## config.mk

```make
export PLATFORM = sky130hd
export DESIGN_NAME = fetch_prefetch_unit_flat
export DESIGN_NICKNAME = d
export VERILOG_FILES = /design/src/rtl/rv32i_pkg.sv /design/src/rtl/fetch_prefetch_unit_if.sv /design/src/rtl/fetch_fifo.sv /design/src/rtl/fetch_prefetch_unit.sv /design/src/flat_wrapper.sv
export SDC_FILE = /design/constraint.sdc
export NUM_CORES = 1
export LEC_CHECK = 0
export CAP_MARGIN = 20
export CORE_MARGIN = 2
export CORE_UTILIZATION = 57
export CTS_CLUSTER_DIAMETER = 30
export DETAILED_ROUTE_END_ITERATION = 8
export PLACE_DENSITY = 0.81
export SLEW_MARGIN = 20
export SYNTH_ARGS = -nofsm -noshare
export SYNTH_HDL_FRONTEND = slang
export SYNTH_SLANG_ARGS = --single-unit
```

## constraint.sdc

```tcl
create_clock -name clk -period 13.9 [get_ports clk]
set_clock_uncertainty 0.15 [all_clocks]
set_input_delay 1.39 -clock clk [delete_from_list [all_inputs] [get_ports clk]]
set_output_delay 1.39 -clock clk [all_outputs]
set_load 0.01 [all_outputs]
```

## src/rtl/rv32i_pkg.sv

```systemverilog
// Shared RV32I front-end definitions: widths, reset PC, fetch entry layout.
// Used by the prefetch unit, its queue and its bus interface.
package rv32i_pkg;

  localparam int XLEN        = 32;
  localparam int INSTR_BYTES = 4;

  localparam logic [XLEN-1:0] RESET_PC_DEFAULT = 32'h0000_0000;
  localparam logic [XLEN-1:0] NOP_INSTR        = 32'h0000_0013;

  typedef struct packed {
    logic [XLEN-1:0] pc;
    logic [XLEN-1:0] instr;
  } fetch_entry_t;

  localparam int ENTRY_BITS = $bits(fetch_entry_t);

  // Clears the byte-offset bits so every fetch address is word aligned.
  function automatic logic [XLEN-1:0] align_word(input logic [XLEN-1:0] addr);
    return addr & ~XLEN'(INSTR_BYTES - 1);
  endfunction

endpackage

```

## src/rtl/fetch_prefetch_unit_if.sv

```systemverilog
// Bundle of control, memory request/response and IF/ID queue signals.
// master = prefetch unit side, slave = pipeline/memory environment side.
interface fetch_prefetch_unit_if;
  import rv32i_pkg::*;

  logic            enable;
  logic            redirect;
  logic [XLEN-1:0] redirect_target;

  logic            req_valid;
  logic [XLEN-1:0] req_addr;
  logic            req_ready;

  logic            resp_valid;
  logic [XLEN-1:0] resp_data;

  logic            out_valid;
  logic [XLEN-1:0] out_pc;
  logic [XLEN-1:0] out_instr;
  logic            out_ready;

  logic            busy;

  modport master (
    input  enable, redirect, redirect_target,
    input  req_ready, resp_valid, resp_data, out_ready,
    output req_valid, req_addr, out_valid, out_pc, out_instr, busy
  );

  modport slave (
    output enable, redirect, redirect_target,
    output req_ready, resp_valid, resp_data, out_ready,
    input  req_valid, req_addr, out_valid, out_pc, out_instr, busy
  );

endinterface

```

## src/rtl/fetch_fifo.sv

```systemverilog
// Synchronous circular queue with a combinational read port.
// clear wins over push/pop; storage is zeroed only on reset.
module fetch_fifo #(
  parameter  int DEPTH = 4,
  parameter  int WIDTH = 64,
  localparam int AW    = $clog2(DEPTH)
) (
  input  logic             clk,
  input  logic             rst,
  input  logic             push,
  input  logic             pop,
  input  logic             clear,
  input  logic [WIDTH-1:0] din,
  output logic [WIDTH-1:0] dout,
  output logic [AW:0]      count,
  output logic             empty,
  output logic             full
);

  localparam logic [AW:0] FULL_CNT = (AW + 1)'(DEPTH);

  logic [WIDTH-1:0] r_mem [DEPTH];
  logic [AW-1:0]    r_wr_ptr;
  logic [AW-1:0]    r_rd_ptr;
  logic [AW:0]      r_count;
  logic             w_do_push;
  logic             w_do_pop;

  assign empty     = (r_count == '0);
  assign full      = (r_count == FULL_CNT);
  assign count     = r_count;
  assign dout      = r_mem[r_rd_ptr];
  assign w_do_push = push & ~full;
  assign w_do_pop  = pop & ~empty;

  always_ff @(posedge clk or posedge rst) begin
    if (rst) begin
      r_wr_ptr <= '0;
      r_rd_ptr <= '0;
      r_count  <= '0;
      for (int i = 0; i < DEPTH; i++) r_mem[i] <= '0;
    end else if (clear) begin
      r_wr_ptr <= '0;
      r_rd_ptr <= '0;
      r_count  <= '0;
    end else begin
      if (w_do_push) begin
        r_mem[r_wr_ptr] <= din;
        r_wr_ptr        <= r_wr_ptr + AW'(1);
      end
      if (w_do_pop) r_rd_ptr <= r_rd_ptr + AW'(1);
      case ({w_do_push, w_do_pop})
        2'b10:   r_count <= r_count + (AW + 1)'(1);
        2'b01:   r_count <= r_count - (AW + 1)'(1);
        default: r_count <= r_count;
      endcase
    end
  end

endmodule

```

## src/rtl/fetch_prefetch_unit.sv

```systemverilog
// RV32I instruction-fetch front end: sequential word prefetch into a small
// {pc, instr} queue, with flush and stale-response dropping on redirect.
module fetch_prefetch_unit
  import rv32i_pkg::*;
#(
  parameter int              DEPTH           = 4,
  parameter int              MAX_OUTSTANDING = 2,
  parameter logic [XLEN-1:0] RESET_PC        = RESET_PC_DEFAULT
) (
  input  logic                   clk,
  input  logic                   rst,
  fetch_prefetch_unit_if.master  bus
);

  localparam int OW = $clog2(MAX_OUTSTANDING + 1);
  localparam int CW = $clog2(DEPTH) + 1;

  logic [XLEN-1:0] r_fetch_pc;
  logic [XLEN-1:0] r_resp_pc;
  logic [OW-1:0]   r_outstanding;
  logic [OW-1:0]   r_drop_cnt;
  logic            r_run;

  logic [CW-1:0]   w_count;
  logic            w_empty;
  logic            w_full;
  fetch_entry_t    w_din;
  fetch_entry_t    w_dout;
  logic            w_resp;
  logic            w_accept;
  logic            w_push;
  logic            w_pop;
  logic            w_room;
  logic            w_below_max;
  int              w_reserved;

  // Slots already promised to stored entries plus kept in-flight words.
  always_comb begin
    w_reserved  = int'(w_count) + int'(r_outstanding) - int'(r_drop_cnt);
    w_room      = (w_reserved < DEPTH);
    w_below_max = (int'(r_outstanding) < MAX_OUTSTANDING);
  end

  assign w_resp   = bus.resp_valid & (r_outstanding != '0);
  assign w_accept = bus.req_valid & bus.req_ready;
  assign w_push   = w_resp & ~bus.redirect & (r_drop_cnt == '0);
  assign w_pop    = ~w_empty & bus.out_ready & bus.enable & ~bus.redirect;
  assign w_din    = '{pc: r_resp_pc, instr: bus.resp_data};

  assign bus.req_valid = r_run & bus.enable & ~bus.redirect & w_below_max & w_room;
  assign bus.req_addr  = r_fetch_pc;
  assign bus.out_valid = ~w_empty;
  assign bus.out_pc    = w_dout.pc;
  assign bus.out_instr = w_dout.instr;
  assign bus.busy      = (r_outstanding != '0) | (r_drop_cnt != '0);

  fetch_fifo #(
    .DEPTH (DEPTH),
    .WIDTH (ENTRY_BITS)
  ) u_fifo (
    .clk   (clk),
    .rst   (rst),
    .push  (w_push),
    .pop   (w_pop),
    .clear (bus.redirect),
    .din   (w_din),
    .dout  (w_dout),
    .count (w_count),
    .empty (w_empty),
    .full  (w_full)
  );

  always_ff @(posedge clk or posedge rst) begin
    if (rst) begin
      r_fetch_pc    <= RESET_PC;
      r_resp_pc     <= RESET_PC;
      r_outstanding <= '0;
      r_drop_cnt    <= '0;
      r_run         <= 1'b0;
    end else begin
      r_run <= 1'b1;
      case ({w_accept, w_resp})
        2'b10:   r_outstanding <= r_outstanding + OW'(1);
        2'b01:   r_outstanding <= r_outstanding - OW'(1);
        default: r_outstanding <= r_outstanding;
      endcase
      // Every word still in flight after this edge belongs to the old stream.
      if (bus.redirect) begin
        r_fetch_pc <= align_word(bus.redirect_target);
        r_resp_pc  <= align_word(bus.redirect_target);
        r_drop_cnt <= r_outstanding - OW'(w_resp);
      end else begin
        if (w_accept) r_fetch_pc <= r_fetch_pc + XLEN'(INSTR_BYTES);
        if (w_resp) begin
          if (r_drop_cnt != '0) r_drop_cnt <= r_drop_cnt - OW'(1);
          else                  r_resp_pc  <= r_resp_pc + XLEN'(INSTR_BYTES);
        end
      end
    end
  end

  logic w_unused;
  assign w_unused = w_full;

endmodule
```

## src/flat_wrapper.sv

```systemverilog
// flat-port wrapper written by rule: the top's interface ports become plain ports
module fetch_prefetch_unit_flat import rv32i_pkg::*;
#(
  parameter int              DEPTH           = 4,
  parameter int              MAX_OUTSTANDING = 2,
  parameter logic [XLEN-1:0] RESET_PC        = RESET_PC_DEFAULT
)
  (clk, rst, bus_enable, bus_redirect, bus_redirect_target, bus_req_ready, bus_resp_valid, bus_resp_data, bus_out_ready, bus_req_valid, bus_req_addr, bus_out_valid, bus_out_pc, bus_out_instr, bus_busy);
  fetch_prefetch_unit_if bus_i ();
  input  logic clk;
  input  logic rst;
  input wire logic [$bits(bus_i.enable)-1:0] bus_enable;
  input wire logic [$bits(bus_i.redirect)-1:0] bus_redirect;
  input wire logic [$bits(bus_i.redirect_target)-1:0] bus_redirect_target;
  input wire logic [$bits(bus_i.req_ready)-1:0] bus_req_ready;
  input wire logic [$bits(bus_i.resp_valid)-1:0] bus_resp_valid;
  input wire logic [$bits(bus_i.resp_data)-1:0] bus_resp_data;
  input wire logic [$bits(bus_i.out_ready)-1:0] bus_out_ready;
  output wire logic [$bits(bus_i.req_valid)-1:0] bus_req_valid;
  output wire logic [$bits(bus_i.req_addr)-1:0] bus_req_addr;
  output wire logic [$bits(bus_i.out_valid)-1:0] bus_out_valid;
  output wire logic [$bits(bus_i.out_pc)-1:0] bus_out_pc;
  output wire logic [$bits(bus_i.out_instr)-1:0] bus_out_instr;
  output wire logic [$bits(bus_i.busy)-1:0] bus_busy;
  assign bus_i.enable = bus_enable;
  assign bus_i.redirect = bus_redirect;
  assign bus_i.redirect_target = bus_redirect_target;
  assign bus_i.req_ready = bus_req_ready;
  assign bus_i.resp_valid = bus_resp_valid;
  assign bus_i.resp_data = bus_resp_data;
  assign bus_i.out_ready = bus_out_ready;
  assign bus_req_valid = bus_i.req_valid;
  assign bus_req_addr = bus_i.req_addr;
  assign bus_out_valid = bus_i.out_valid;
  assign bus_out_pc = bus_i.out_pc;
  assign bus_out_instr = bus_i.out_instr;
  assign bus_busy = bus_i.busy;
  fetch_prefetch_unit #(.DEPTH(DEPTH), .MAX_OUTSTANDING(MAX_OUTSTANDING), .RESET_PC(RESET_PC)) u_core (.clk(clk), .rst(rst), .bus(bus_i));
endmodule
```

==> results of run 1 <==
## registers in the layout, indices dropped and copies added, names as in the netlist
name	cells
u_core.r_resp_pc	30
u_core.u_fifo.r_wr_ptr	2
u_core.r_outstanding	2
u_core.r_drop_cnt	2
u_core.bus.req_addr	30
u_core.u_fifo.r_rd_ptr	2
u_core.u_fifo.r_mem	248
u_core.u_fifo.count	3
u_core.r_run	1
## per-layer routing
layer	vias up	share of wire [%]	wire length, um
met5	-	0	0
met4	0	1.8	623
met3	63	6.6	2220
met2	368	48	16200
met1	5154	44	14700
li1	4393	-	-
## power by group through the flow
stage	Sequential [W]	Clock, W	Combinational, W
floorplan	0.00126	0	0.000600
global placement	0.00130	0	0.000910
detailed placement	0.00132	0	0.000938
CTS	0.00131	0.00174	0.000946
global route	0.00134	0.00179	0.00101
finish	0.00131	0.00171	0.000936
## per-stage QoR
stage / power (W) / hold slack (ns) / util (%)
floorplan: 0.00186 / 0.325 / -
global placement: 0.00221 / 0.334 / 64.7
detailed placement: 0.00226 / 0.340 / 64.7
CTS: 0.00399 / 0.350 / 74.3
global route: 0.00414 / 0.354 / 74.3
finish: 0.00396 / 0.347 / 74.3
## cell usage in the layout (no fill, tap or decap), types with 5 or more instances in the layout
| master | count |
|---|---|
| dfrtp_1 | 318 |
| mux2_2 | 249 |
| clkdlybuf4s50_1 | 162 |
| clkbuf_16 | 74 |
| nand2_1 | 68 |
| mux4_2 | 62 |
| o21ai_0 | 44 |
| nor2_1 | 27 |
| inv_1 | 24 |
| xnor2_1 | 22 |
| nand3_1 | 22 |
| xor2_1 | 18 |
| nand4_1 | 17 |
| a21oi_1 | 16 |
| ha_1 | 13 |
| nor3_1 | 10 |
| clkbuf_1 | 10 |
| bufinv_16 | 10 |
| buf_4 | 10 |
| or3_1 | 9 |
| clkinvlp_4 | 9 |
| clkinv_2 | 9 |
| o211ai_1 | 8 |
| and3_1 | 8 |
| clkbuf_8 | 8 |
| o21ai_1 | 7 |
| o31a_1 | 7 |
| a21o_1 | 6 |
| o311ai_1 | 6 |
| and4_1 | 5 |
| or4_1 | 5 |
| conb_1 | 5 |
## cells by family after synthesis
family                   after synthesis  synth area share [%]
multiplexers                         312                  28.2
flip-flops                           320                  53.6
AO/OA/AOI/OAI                        117                  5.09
buffers and inverters                 99                  2.89
AND/OR/NAND/NOR                      194                  6.46
other                                  2                0.0503
XOR/XNOR                              40                  2.35
adder cells (fa/ha/maj)               15                  1.36
## worst max-delay path, cell delays in order (launching register included)
cell,delay (ns)
dfrtp_1,0.47
ha_1,0.26
fa_1,0.46
ha_1,0.32
and2_1,0.16
nor3_1,0.13
ha_1,0.29
and4_1,0.19
a21oi_1,0.28
nand2_1,0.09
clkdlybuf4s50_1,0.49
## worst paths after layout
kind	start	end	slack, ns	cells past startpoint
min reg2reg	u_core.u_fifo.r_mem[1]	u_core.u_fifo.r_mem[1]	0.35	1
max reg2reg	u_core.r_outstanding[0]	u_core.r_outstanding[1]	9.59	14
min	u_core.u_fifo.r_mem[1]	u_core.u_fifo.r_mem[1]	0.35	1
min in group asynchronous	rst	u_core.u_fifo.r_mem[134]	1.31	2
max in group asynchronous	rst	u_core.u_fifo.r_mem[178]	10.75	3
max	u_core.r_outstanding[0]	bus_req_valid	8.67	10
## cell type report
cell class	instances	area, um2	share of cell area, %
clock buffer	92	2000	10.4
clock inverter	35	482	2.50
inverter	26	105	0.546
multi-input combinational	683	6520	33.8
sequential	320	8020	41.6
tap	335	419	2.18
timing repair buffer	174	1720	8.94
==> run metrics, run 1 <==
outcome=finished clean; gr usage total=24.9%; postcts setup bufs=0; setup ws final=8.67 ns; P&R area growth vs syn=29.0%; crit start category=flop; syn avg cell area=13.6 um2; GR Util met2=39.5%; H-tree depth=3; CP arrival=3.69 ns; clk sinks=320; crit path max fanout=7; post-route ant nets=0; drt first pass iters=5; PortBufs=163; Yosys warning count=0; sw frac=26.4%; combinational power share=23.6%; top-count cell post-synth=dfrtp_1; Rows=59; Placed Cells incl. Taps=1538; Area after DPL=16800 um2; synthesized flop and latch total=320; Boundary Pins=170; Num CTS Buffers=72; internal power=0.00292 W; dominant synthesized flop cell=dfrtp_1; DRT iter0 DRCs=719; Initial Util=57.6%; pre-CTS WS=8.98 ns; final worst path period share=37.7%; register area share after synthesis=53.6%; CTS tree=built; Slew @ Worst Pin=1.03 ns; leakage power=8.46 nW; DRC violations left=0; GRT met3 Usage=5.91%; maximum vdd ir drop=143 uV; Slew Limit Fails=0; largest cells by area after synthesis=dfrtp_1, mux2_2, mux4_2; data required time of the critical path=12.36 ns; Cells after Synth=1099; max cap viols=0; ys async rst share=100%; CTS max path bufs=3; slew margin rel.=31.1%; CP Capture Type=output pin; hold buffer count at CTS=0; die area=27500 um2; proportion of layout cells with a drive suffix above 1=33.9%; Min-Delay Path Class=flop to flop; number of synthesized flops with an enable pin=0; final WL=33800 um; Layout Cells excl Fill=1665; vias in the first global route=10656; number of vias per cell=5.99; Netlist cell types=54; Clock Power Share=43.2%; cell area power density=206 nW/um2; Netlist Area Pre-Place=14900 um2; net switching power=0.00104 W; Layout Cell Area excl Fill=19300 um2; Seq pwr share=33.1%; Period minus WS final=5.23 ns; endpoints failing hold=0; worst-skew pair later-pin latency=0.54 ns; initial antenna violation count=0; largest net degree at the start of global routing=182; unrepaired setup endpoints after global routing=false; Core ar.=25900 um2; chip width=166 um; DR WL/cell=20.3 um; Fmax achieved=191 MHz; # diodes=0; CTS Root Cell=clkbuf_16; Final TNS setup=0 ns; first-pass GRT wire length=55800 um; Synth area leader=dfrtp_1; met1 Usage GRT=34.6%; # fillers=1553; Nets=1363; CP Class=flop to output pin; share of the synthesized area in the top cell type=53.6%; top cells by count, synth=dfrtp_1, mux2_2, nand2_1; GR peak layer=met2; via count=9978; dpl hpwl=19800 um; global placement routability congestion=0.864; height of the die=166 um; post-CTS resize count=0; clk slew on worst S/H paths=0.04 ns; endpoints failing setup=0; GR Overflow Total=0
(Power assumes the default switching activity.)
==> run 2: changes to the inputs <==
- clock period: 13.9 -> 5.1 ns (I/O delays scaled with it)
==> run 2 against run 1 <==
Compared with the run above: largest power group unchanged; hold slack worse by 0.12 ns; global-route usage is 0.49 points higher; sequential share of layout area grew 0.21 points; via count hardly changed; clock power rose to 2.5 times the previous value; sequential power rose to 2.7 times the previous value; clock-buffer cell count fell by 4; utilization fell by 0.38 points; cell count hardly changed; critical endpoint unchanged; critical path depth stayed put; die area did not move.
==> run metrics, run 2 (synthesis gave the netlist of run 1 again) <==
Layout Cells excl Fill=1664; CP arrival=3.69 ns; most frequent cells in the layout=dfrtp_1, mux2_2, clkdlybuf4s50_1, clkbuf_16, nand2_1; first-pass GRT wire length=56600 um; worst path cell trace=ha_1, fa_1, ha_1, and2_1, nor3_1, ha_1, and4_1, a21oi_1, nand2_1, clkdlybuf4s50_1; Core ar.=25900 um2; slowest CP cell=clkdlybuf4s50_1; proportion of layout cells with a drive suffix above 1=33.9%; gr usage total=25.4%; final WL=34100 um; outcome=finished clean; Final TNS setup=0 ns; post-route ant nets=0; vias in the first global route=10786; reg2reg setup slack=0.87 ns; Rows=59; final worst path period share=85.3%; CTS Root Cell=clkbuf_16; DRC violations left=0; Fmax achieved=230 MHz; Placed Cells incl. Taps=1541; max cap viols=0; Nets=1363; commonest non-fill, non-tap cell in the layout=dfrtp_1; reg2reg path depth=14; largest net degree at the start of global routing=118; clk sinks=320; maximum vdd ir drop=393 uV; Boundary Pins=170; GR Overflow Total=0; Buffers & Inverters on Critical Path=1; endpoints failing hold=0; # fillers=1607; slew margin rel.=24.3%; via count=9986; post-CTS resize count=0; # diodes=0; Period minus WS final=4.35 ns; largest reg by FF count=u_core.u_fifo.r_mem; P&R area growth vs syn=28.3%; dpl hpwl=20700 um; height of the die=166 um; CTS max path bufs=3; most frequent CP cell=ha_1; PortBufs=163; area of the multi-input gates=6510 um2; hold path startpoint=bus_redirect; leakage power=8.44 nW; drt first pass iters=5; hold buffer count at CTS=0; Worst Hold End=u_core.r_resp_pc[4]; CTS tree=built; die area=27500 um2; max FFs per register=248; DR WL/cell=20.5 um; Critical Path Stages=10; Reg-to-Reg Start=u_core.r_outstanding[0]; worst-skew pair later-pin latency=0.55 ns; Reg-to-Reg End=u_core.r_outstanding[1]; initial antenna violation count=0; Initial Util=57.6%; cell area power density=545 nW/um2; endpoints failing setup=0; CP Class=flop to output pin; clk slew on worst S/H paths=0.05 ns; DRT iter0 DRCs=706; max incr delay on CP=0.49 ns; chip width=166 um; hold path depth=2; Slew @ Worst Pin=1.12 ns; crit start category=flop; unrepaired setup endpoints after global routing=false; crit path max fanout=7; Slew Limit Fails=0; delay-heaviest family, CP=adder cells; number of vias per cell=6.00; Min-Delay Path Class=input pin to flop; global placement routability congestion=0.864; H-tree depth=3; Seq. cell area=8020 um2; Num CTS Buffers=69; data required time of the critical path=4.44 ns; postcts setup bufs=0; CP Capture Type=output pin
## run 2: changes by cell type in the layout (fill, tap and decap cells not counted), moves of 2 or more
cell	previous run	this run
clkinv_2	9	18
buf_12	1	7
clkinvlp_4	9	3
bufinv_16	10	6
clkbuf_16	74	70
buf_4	10	7
clkinv_4	3	5
clkinv_8	1	3
inv_6	3	1
## run 2: worst max-delay path by stage
| stage | start | to |
|---|---|---|
| 3_5_place_dp | u_core.r_outstanding[0] | u_core.r_outstanding[1] |
| 2_1_floorplan | rst | u_core.bus.req_addr[10] |
| 6_report | u_core.r_outstanding[0] | bus_req_valid |
| 4_1_cts | u_core.r_outstanding[0] | bus_req_valid |
| 3_3_place_gp | u_core.r_outstanding[0] | u_core.r_outstanding[1] |
| 5_1_grt | u_core.r_outstanding[0] | bus_req_valid |
## run 2: layout make-up
type	count	share of cell area, %
Sequential cell	320	41.8
Clock inverter	35	2.02
Timing Repair Buffer	177	9.49
Inverter	26	0.529
Clock buffer	88	9.96
Multi-Input combinational cell	683	34.0
Tap cell	335	2.19
## run 2: stage by stage
stage	total power (W)	util [%]	instance area, um2	hold WS [ns]	worst slack, ns
after global routing	0.0109	74.0	19200	0.237	0.589
final	0.0104	74.0	19200	0.230	0.751
after detailed placement	0.00614	65.1	16900	0.341	0.941
after global placement	0.00603	65.1	16900	0.334	0.969
after floorplan	0.00508	-	15000	0.325	0.173
after CTS	0.0105	74.0	19200	0.222	0.729
## run 2: report_power, final
part | internal [W] | switching (W) | total, W
sequential | 0.00314 | 0.000457 | 0.00360
clock | 0.00294 | 0.00137 | 0.00431
combinational | 0.00155 | 0.000978 | 0.00253
## run 2: layer usage
| metal | global-route usage (%) | vias to the layer above | part of all wire [%] |
|---|---|---|---|
| met2 | 40.3 | 350 | 48 |
| met3 | 5.65 | 70 | 6.1 |
| met5 | 0 | - | 0 |
| met4 | 8.51 | 0 | 2.0 |
| li1 | - | 4402 | - |
| met1 | 35.2 | 5164 | 44 |
==> run 3: changes to the inputs <==
- MAX_ROUTING_LAYER: unset -> met4
==> run 3 against run 2 <==
Compared with the run above: critical path depth unchanged; critical endpoint unchanged; via count down 0.13%; utilization unchanged; sequential share of layout area unchanged.
==> run metrics, run 3 (synthesis gave the netlist of run 1 again) <==
reg2reg setup slack=0.85 ns; area of the multi-input gates=6510 um2; Slew Limit Fails=0; largest reg by FF count=u_core.u_fifo.r_mem; number of vias per cell=5.99; max cap viols=0; post-CTS resize count=0; PortBufs=163; Core ar.=25900 um2; hold path startpoint=bus_redirect; Reg-to-Reg End=u_core.r_outstanding[1]; hold buffer count at CTS=0; outcome=finished clean; Num CTS Buffers=69; max FFs per register=248; DR WL/cell=20.5 um; CP Class=flop to output pin; CTS max path bufs=3; final WL=34100 um; gr usage total=26.2%; postcts setup bufs=0; reg2reg path depth=14; first-pass GRT wire length=56500 um; largest net degree at the start of global routing=118; crit start category=flop; proportion of layout cells with a drive suffix above 1=33.9%; crit path max fanout=7; Rows=59; Initial Util=57.6%; pre-CTS WS=0.941 ns; Nets=1363; DRT iter0 DRCs=759; # diodes=0; CTS Root Cell=clkbuf_16; GR Overflow Total=0; worst-skew pair later-pin latency=0.55 ns; CP Capture Type=output pin; dpl hpwl=20700 um; post-route ant nets=0; P&R area growth vs syn=28.3%; Worst Hold End=u_core.r_resp_pc[4]; vias in the first global route=10784; final worst path period share=85.4%; Boundary Pins=170; global placement routability congestion=0.878; CTS tree=built; CP arrival=3.69 ns; clk sinks=320; Reg-to-Reg Start=u_core.r_outstanding[0]; # fillers=1607; clk slew on worst S/H paths=0.05 ns; die area=27500 um2; chip width=166 um; height of the die=166 um; H-tree depth=3; Slew @ Worst Pin=1.13 ns; leakage power=8.44 nW; Seq. cell area=8020 um2; endpoints failing hold=0; data required time of the critical path=4.44 ns; Min-Delay Path Class=input pin to flop; maximum vdd ir drop=392 uV; WHS=0.227 ns; via count=9973; Fmax achieved=230 MHz; drt first pass iters=5; cell area power density=545 nW/um2; slew margin rel.=24.2%; commonest non-fill, non-tap cell in the layout=dfrtp_1; endpoints failing setup=0; unrepaired setup endpoints after global routing=false; hold path depth=2; Period minus WS final=4.35 ns; most frequent cells in the layout=dfrtp_1, mux2_2, clkdlybuf4s50_1, clkbuf_16, nand2_1; DRC violations left=0; initial antenna violation count=0; Final TNS setup=0 ns; setup ws final=0.745 ns
-- run 3: layout make-up --
type                    count  share of cell area [%]
flip-flops and latches    320                    41.8
multi-input cells         683                    34.0
clock buffers              88                    9.96
repair buffers            177                    9.49
well taps                 335                    2.19
clock inverters            35                    2.02
inverters                  26                   0.529
-- run 3: worst max path at each step --
| stage | startpoint | to | slack, ns | depth (start not counted) |
|---|---|---|---|---|
| after CTS | u_core.r_outstanding[0] | bus_req_valid | 0.73 | 10 |
| final | u_core.r_outstanding[0] | bus_req_valid | 0.75 | 10 |
| after detailed placement | u_core.r_outstanding[0] | u_core.r_outstanding[1] | 0.94 | 14 |
| after global placement | u_core.r_outstanding[0] | u_core.r_outstanding[1] | 0.97 | 14 |
| after floorplan | rst | u_core.bus.req_addr[10] | 0.17 | 1 |
| after global routing | u_core.r_outstanding[0] | bus_req_valid | 0.59 | 10 |
-- run 3: worst max-delay path, cell delays in order (launching register included) --
cell and delay (ns):
dfrtp_1 0.46, ha_1 0.25, fa_1 0.47, ha_1 0.32
and2_1 0.16, nor3_1 0.14, ha_1 0.29, and4_1 0.19
a21oi_1 0.27, nand2_1 0.10, clkdlybuf4s50_1 0.49
-- run 3: routing by layer --
layer  wire, um  share of wire, %  global-route usage (%)
met5          0                 0                       -
met3       2070               6.1                    5.51
met4        655               1.9                    8.51
met1      15000                44                    35.4
met2      16400                48                    40.4
-- run 3: metrics by stage --
stage          power [W]  instances  area [um2]  util [%]
2_1_floorplan    0.00508       1102       15000         -
3_3_place_gp     0.00603       1541       16900      65.1
3_5_place_dp     0.00614       1541       16900      65.1
4_1_cts           0.0105       1664       19200      74.0
5_1_grt           0.0109       1664       19200      74.0
6_report          0.0104       1664       19200      74.0
-- run 3: report_power, final --
group | internal (W) | switching, W | leakage (nW)
Combinational | 0.00155 | 0.000978 | 3.11
Clock | 0.00294 | 0.00137 | 1.14
Sequential | 0.00314 | 0.000457 | 4.19
Total | 0.00763 | 0.00280 | 8.44
